**config.mk**
```make
export PLATFORM = sky130hd
export DESIGN_NAME = e_stage_pipe_reg
export DESIGN_NICKNAME = d
export VERILOG_FILES = /design/src/rtl/e_stage_pipe_reg.sv
export SDC_FILE = /design/constraint.sdc
export NUM_CORES = 1
export LEC_CHECK = 0
export ABC_CLOCK_PERIOD_IN_PS = 2100
export CORE_AREA = 5 5 181 183
export DETAILED_ROUTE_END_ITERATION = 10
export DIE_AREA = 0 0 186 188
export GPL_TIMING_DRIVEN = 0
export PLACE_DENSITY = 0.78
export SLEW_MARGIN = 20
export SYNTH_ARGS = -nofsm -noshare
export SYNTH_HDL_FRONTEND = slang
export SYNTH_SLANG_ARGS = --single-unit
```
**constraint.sdc**
```tcl
create_clock -name clk -period 2.1 [get_ports clk]
set_clock_uncertainty 0.2 [all_clocks]
set_input_delay 0.525 -clock clk [delete_from_list [all_inputs] [get_ports clk]]
set_output_delay 0.525 -clock clk [all_outputs]
set_load 0.005 [all_outputs]
```
**src/rtl/e_stage_pipe_reg.sv**
```systemverilog
// ----------------------------------------------------------------------------
// e_stage_pipe_reg
// Decode-to-execute pipeline register for the Y86 pipeline. On each rising
// edge it holds (stall), loads a NOP bubble, or captures the D-stage fields.
// It also provides a valid flag, a sticky stall+bubble conflict flag and
// saturating stall/bubble performance counters.
//
// Ports:
//   clk, reset_n           clock, asynchronous active-low reset
//   E_stall, E_bubble      hazard control (stall has priority)
//   cnt_clr                synchronous clear of both counters
//   d_*                    decoded instruction fields from the D stage
//   E_*                    registered instruction fields for the E stage
//   E_valid                1 = E holds an instruction loaded from D
//   ctl_err                sticky: stall and bubble were requested together
//   stall_cnt, bubble_cnt  saturating performance counters
// ----------------------------------------------------------------------------
module e_stage_pipe_reg #(
  parameter int unsigned WORD_W = 64,
  parameter int unsigned CNT_W  = 16
) (
  input  logic              clk,
  input  logic              reset_n,
  input  logic              E_stall,
  input  logic              E_bubble,
  input  logic              cnt_clr,
  input  logic [3:0]        d_stat,
  input  logic [3:0]        d_icode,
  input  logic [3:0]        d_ifun,
  input  logic [3:0]        d_srcA,
  input  logic [3:0]        d_srcB,
  input  logic [3:0]        d_dstE,
  input  logic [3:0]        d_dstM,
  input  logic [WORD_W-1:0] d_valA,
  input  logic [WORD_W-1:0] d_valB,
  input  logic [WORD_W-1:0] d_valC,
  output logic [3:0]        E_stat,
  output logic [3:0]        E_icode,
  output logic [3:0]        E_ifun,
  output logic [3:0]        E_srcA,
  output logic [3:0]        E_srcB,
  output logic [3:0]        E_dstE,
  output logic [3:0]        E_dstM,
  output logic [WORD_W-1:0] E_valA,
  output logic [WORD_W-1:0] E_valB,
  output logic [WORD_W-1:0] E_valC,
  output logic              E_valid,
  output logic              ctl_err,
  output logic [CNT_W-1:0]  stall_cnt,
  output logic [CNT_W-1:0]  bubble_cnt
);

  localparam logic [3:0]       STAT_AOK  = 4'h1;
  localparam logic [3:0]       ICODE_NOP = 4'h1;
  localparam logic [3:0]       IFUN_NONE = 4'h0;
  localparam logic [3:0]       REG_NONE  = 4'hF;
  localparam logic [CNT_W-1:0] CNT_MAX   = {CNT_W{1'b1}};

  // A bubble is only loaded when not stalled; a conflict resolves to HOLD.
  logic do_bubble;
  logic conflict;

  assign do_bubble = ~E_stall & E_bubble;
  assign conflict  = E_stall & E_bubble;

  // Pipeline payload: hold / bubble / load.
  always_ff @(posedge clk or negedge reset_n) begin
    if (!reset_n) begin
      E_stat  <= STAT_AOK;
      E_icode <= ICODE_NOP;
      E_ifun  <= IFUN_NONE;
      E_srcA  <= REG_NONE;
      E_srcB  <= REG_NONE;
      E_dstE  <= REG_NONE;
      E_dstM  <= REG_NONE;
      E_valA  <= '0;
      E_valB  <= '0;
      E_valC  <= '0;
      E_valid <= 1'b0;
    end else if (!E_stall) begin
      if (E_bubble) begin
        E_stat  <= STAT_AOK;
        E_icode <= ICODE_NOP;
        E_ifun  <= IFUN_NONE;
        E_srcA  <= REG_NONE;
        E_srcB  <= REG_NONE;
        E_dstE  <= REG_NONE;
        E_dstM  <= REG_NONE;
        E_valA  <= '0;
        E_valB  <= '0;
        E_valC  <= '0;
        E_valid <= 1'b0;
      end else begin
        E_stat  <= d_stat;
        E_icode <= d_icode;
        E_ifun  <= d_ifun;
        E_srcA  <= d_srcA;
        E_srcB  <= d_srcB;
        E_dstE  <= d_dstE;
        E_dstM  <= d_dstM;
        E_valA  <= d_valA;
        E_valB  <= d_valB;
        E_valC  <= d_valC;
        E_valid <= 1'b1;
      end
    end
  end

  // Sticky conflict flag; only reset clears it.
  always_ff @(posedge clk or negedge reset_n) begin
    if (!reset_n) begin
      ctl_err <= 1'b0;
    end else if (conflict) begin
      ctl_err <= 1'b1;
    end
  end

  // Saturating counters; clear wins over increment.
  always_ff @(posedge clk or negedge reset_n) begin
    if (!reset_n) begin
      stall_cnt  <= '0;
      bubble_cnt <= '0;
    end else if (cnt_clr) begin
      stall_cnt  <= '0;
      bubble_cnt <= '0;
    end else begin
      if (E_stall && (stall_cnt != CNT_MAX)) begin
        stall_cnt <= stall_cnt + CNT_W'(1);
      end
      if (do_bubble && (bubble_cnt != CNT_MAX)) begin
        bubble_cnt <= bubble_cnt + CNT_W'(1);
      end
    end
  end

endmodule

```
==> Yosys cells after proc, flatten, opt, wreduce, memory -nomap -nowiden <==
Cells that the tools add are included.
{ "word_totals": {"output_inout_bits": 254, "word_cells": 40, "regBits": 254} }
{ "op_classes": {"muxes": 15, "n_eq_ne": 2, "bitwise": 3, "n_reduce_logical": 4, "add_sub_neg": 2} }
{ "ops": {"columns": ["op", "count"], "rows": [
  ["$mux 64", 3],
  ["$mux 16", 4],
  ["$add 16x1->16 const B", 2],
  ["$ne 16x16->1 const B", 2],
  ["$mux 4", 7],
  ["$reduce_bool 2->1", 2],
  ["$and 1x1->1", 2],
  ["$logic_and 1x1->1", 2],
  ["$mux 1", 1],
  ["$not 1->1", 1]
]} }

==> Longest topological paths before layout <==
{ "logic_depth": {"ltp_word": 5, "depth_mapped": 7, "ltp_nobuf": 5} }

==> Least setup slack after synthesis <==
OpenSTA, ideal clock, no wires.
{ "synth_path": {"kind": "register to register", "start": "reg stall_cnt[0]", "end": "reg stall_cnt[12]", "n_path_buf": 0, "required_ns": 1.775, "synth_period_minus_slack_ns": 2.173, "path_stages_with_launch": 6, "path_slack_ns": -0.073, "setup_time_ns": 0.125, "arrival_time_ns": 1.848, "cell_sequence": "dfrtp_1 > ha_1 > nand4_2 > or3_2 > a211oi_1 > mux2_2"} }
{ "synth_via": {"elab_chain_len": 3, "word_cells_on_any_way": 6, "cone_classes": "add/sub (1); eq/ne (1); mux (2); reduce/logical (2)"} }
{ "synth_rtl": {"columns": ["element", "line", "text"], "rows": [
  ["from (decl)", "49", "output logic [CNT_W-1:0] stall_cnt,"],
  ["from (signal assigned)", "128", "stall_cnt <= stall_cnt + CNT_W'(1);"],
  ["$add 16x1->16 or $ne 16x16->1 (tied branches)", "128, 127", null],
  ["$mux 16 or $logic_and 1x1->1 (tied branches)", "127", "if (E_stall && (stall_cnt != CNT_MAX)) begin"],
  ["$mux 16 or $reduce_bool 2->1 (tied branches)", null, null]
]} }
Several ways; a longest one is shown, not always the timed one. The select of a mux whose other input is x is not followed.
A chain may end at the register's enable or synchronous reset.

==> Worst setup path after layout <==
{ "layout_path": {"start": "reg bubble_cnt[0]", "end": "reg bubble_cnt[15]"} }
{ "layout_via": {"elab_chain_len": 3, "word_cells_on_any_way": 6, "cone_classes": "add/sub (1); eq/ne (1); mux (2); reduce/logical (2)"} }
{ "layout_rtl": {"columns": ["element", "line", "text"], "rows": [
  ["from (decl)", "50", "output logic [CNT_W-1:0] bubble_cnt"],
  ["from (signal assigned)", "131", "bubble_cnt <= bubble_cnt + CNT_W'(1);"],
  ["$add 16x1->16 or $ne 16x16->1 (tied branches)", "131, 130", null],
  ["$mux 16 or $logic_and 1x1->1 (tied branches)", "130", "if (do_bubble && (bubble_cnt != CNT_MAX)) begin"],
  ["$mux 16 or $reduce_bool 2->1 (tied branches)", null, null]
]} }
Several ways; a longest one is shown, not always the timed one. The select of a mux whose other input is x is not followed.

==> summary.md <==
| Metric | Value |
|---|---|
| Clock Sink Count | between 200 and 300 |
| Port Buffers | about 480 |
| Die Span Y | about 190 microns |
| Area leader, netlist | dfrtp_1 |
| Count of cell types in the netlist | approximately 40 |
| CP Data Arrival Time | 2300 ps |
| GPL Wtd Cong | roughly 0.85 |
| Clock Pin Slew Worst Setup and Hold Paths | approximately 60 ps |
| Sequential area share after synthesis | 0.5817 |
| Global-route usage over all layers | 0.2175 |
| HPWL after detailed placement | roughly 30000 microns |
| Top cell family by delay on the critical path | simple AND/OR/NAND/NOR gates |
| Synthesized flop and latch total | between 200 and 300 |
| Via/cell ratio | slightly below 5 |
| Status | finished clean |
| Num rows | 65 |
| Slew margin rel. | 0.5147 |
| CTS Buffer Depth | 3 |
| Full die area | approximately 35000 sq um |
| GRT Residual Overflow | 0 |
| I/O Pins | 479 |
| Startpoint Class | register |
| Min-Delay Path Class | reg -> reg |
| Critical path's largest stage delay | between 400 and 500 ps |
| Core Util, Final | 0.5607 |
| Crit-path slowest cell | dfrtp_1 |
| Area grow syn2layout | 58.87% |
| Post-synth EDFFs | 0 |
| Drc violations | 0 |
| Critical setup path kind | reg -> reg |
| Largest net degree at the start of global routing | 99 |
| Synth cell count leaders | 236 x dfrtp_1, 226 x nand2_1, 221 x o21ai_0, 201 x nand2b_1, 58 x clkbuf_1 |
| Post-synthesis instance total | 1143 |
| Buf/Inv on CP | 1 |
| DRT Wirelength | 40140 microns |
| Hold Slack | approximately 260 ps |
| DRT iter0 DRCs | roughly 510 |
| Tmin final | about 2100 ps |
| Max-cap viol count | 0 |
| Chip Width | 186 microns |
| Synth warn | 0 |
| Post-Syn Area | about 11000 sq um |
| CP endpoint kind | register |
| Setup-failing EPs final | 0 |
| Core area | 31070 sq um |
| Tcrit/Tclk final | 0.9829 |
| Vias | just over 10000 |
| Initial Util | 0.3530 |
| ANT nets after route | 0 |
| CP cell instances | buf_4 > and2_1 > nand4_1 > nor4b_2 > mux2_2 |
| Ys flop type | dfrtp_1 |
| Root Buffer | clkbuf_16 |
| Pwr Density | between 700 and 800 nW/um^2 |
| First-pass GRT wire length | roughly 60000 microns |
| Initial antenna violation count | 5 |
| LEAKAGE | between 0.008 and 0.009 uW |
| Cells taking the most area after synthesis | dfrtp_1 54%, nand2b_1 11%, o21ai_0 10%, nand2_1 7.7%, dfstp_2 4.3% |
| Number of buffers created by CTS | 29 |
| Count leader, synth | dfrtp_1 |
| Max-slew violations | 0 |
| Drt wl/cell | around 19 microns |
| Clock latency on the worst-skew pair | roughly 550 ps |
| Synth top area share | 0.5386 |
| CTS H-Tree Depth | 1 |
| Avg Cell Area, Syn | roughly 9.6 sq um |
| Syn nets | 1370 |
| Vias in the first global route | 10686 |
| Layout cell share with drive strength beyond 1 | 0.1015 |
| Endpoints failing hold | 0 |
| Worst-path maximum fanout | 7 |
| Tightest Pin Transition | slightly above 700 ps |
| Maximum vdd drop | 0.0005409 V |
| CP required | around 2300 ps |
| Async set-or-reset flop fraction in the synthesized netlist | 1.000 |
| Fmax | a little under 500 MHz |
| Drt pass-1 iters | 4 |
| CTS tree | yes |
| NumNets Final | ~1900 |
[cell usage in the layout (no fill, tap or decap), types with 14 or more instances in the layout]
cell type        count
dlygate4sd2_1      243
nand2_1            226
dfrtp_1            222
o21ai_0            221
clkdlybuf4s50_1    221
nand2b_1           201
clkbuf_1            56
buf_4               43
nor2_1              32
clkbuf_16           29
a21oi_1             19
dfstp_2             18
dfrtp_2             14
[worst paths after layout]
path | startpoint | end | slack (ps) | cells after the start
worst min-delay path | ctl_err | ctl_err | 260 | 1
worst min register to register | ctl_err | ctl_err | 260 | 1
worst max-delay path | bubble_cnt[0] | bubble_cnt[15] | 40 | 5
max in group asynchronous | reset_n | E_valB[52] | 430 | 3
min in group asynchronous | reset_n | bubble_cnt[12] | 340 | 2
worst max register to register | bubble_cnt[0] | bubble_cnt[15] | 40 | 5
[cell type report]
| class | count | area [sq um] |
|---|---|---|
| Clock buffer | 47 | 893.4 |
| Tap cell | 402 | 503.0 |
| Buffer | 79 | 386.6 |
| Multi-Input combinational cell | 805 | 4325 |
| Inverter | 5 | 18.77 |
| Fill cell | 2737 | 13650 |
| Sequential cell | 254 | 6396 |
| Antenna cell | 4 | 10.01 |
| Clock inverter | 7 | 63.81 |
| Timing Repair Buffer | 518 | 4823 |
[registers in the layout (all words and copies together) (netlist names)]
name	cells
stall_cnt	16
E_valC	64
E_ifun	4
E_srcA	4
bubble_cnt	16
E_icode	4
E_dstE	4
ctl_err	1
E_srcB	4
E_valA	64
E_stat	4
E_valid	1
E_dstM	4
E_valB	64
[power by group]
group | switching, uW | internal, uW | leakage, uW
sequential | 195 | 5260 | 0.00326
clock | 2040 | 3010 | 0.000477
combinational | 822 | 979 | 0.00445
total | 3060 | 9250 | 0.00819
[cell families (layout without fill, tap and decap cells)]
logic type                 count (synthesis)  after routing  share of synthesized area
DFF                                      254            254                     0.5817
and+or+nand+nor                          528            528                     0.2462
AOI/OAI and AO/OA                        264            264                     0.1269
adders and majority gates                  2              2                   0.002282
buffers and inverters                     84            656                    0.03229
other                                      0              4                          0
muxes                                      9              9                   0.009015
xor gates and xnor gates                   2              2                   0.001598
[routing by layer]
metal	routed length, microns	share of wire	up-vias	track usage
met3	3945	0.098	82	0.07391
met2	20070	0.50	435	0.3741
met5	13	0.00032	-	0
li1	-	-	4898	-
met1	14990	0.37	4930	0.2542
met4	1124	0.028	2	0.07035
[stage by stage]
step / std cells / total power [uW] / cell area [sq um] / worst slack [ps] / setup TNS (ps)
floorplan: 1143 / 6054 / 10980 / 41.39 / 0
global placement: 2022 / 7531 / 16250 / -10760 / -2880990
detailed placement: 2024 / 7571 / 16310 / -1212 / -217340
CTS: 2107 / 12470 / 17270 / 0.05274 / 0
global route: 2121 / 12880 / 17420 / -50.67 / -177.7
finish: 2121 / 12310 / 17420 / 35.83 / 0
[timing repair]
item / 4_1_cts / 5_1_grt
hold buffers: 1 / 0
buffers inserted: 28 / 9
endpoints found under the hold margin: 53 / 0
cloned: 0 / 1
setup endpoints to repair: 489 / 170
pin swaps: 2 / 5
resized for setup: 298 / 30
Power figures use the tool's default switching activity.
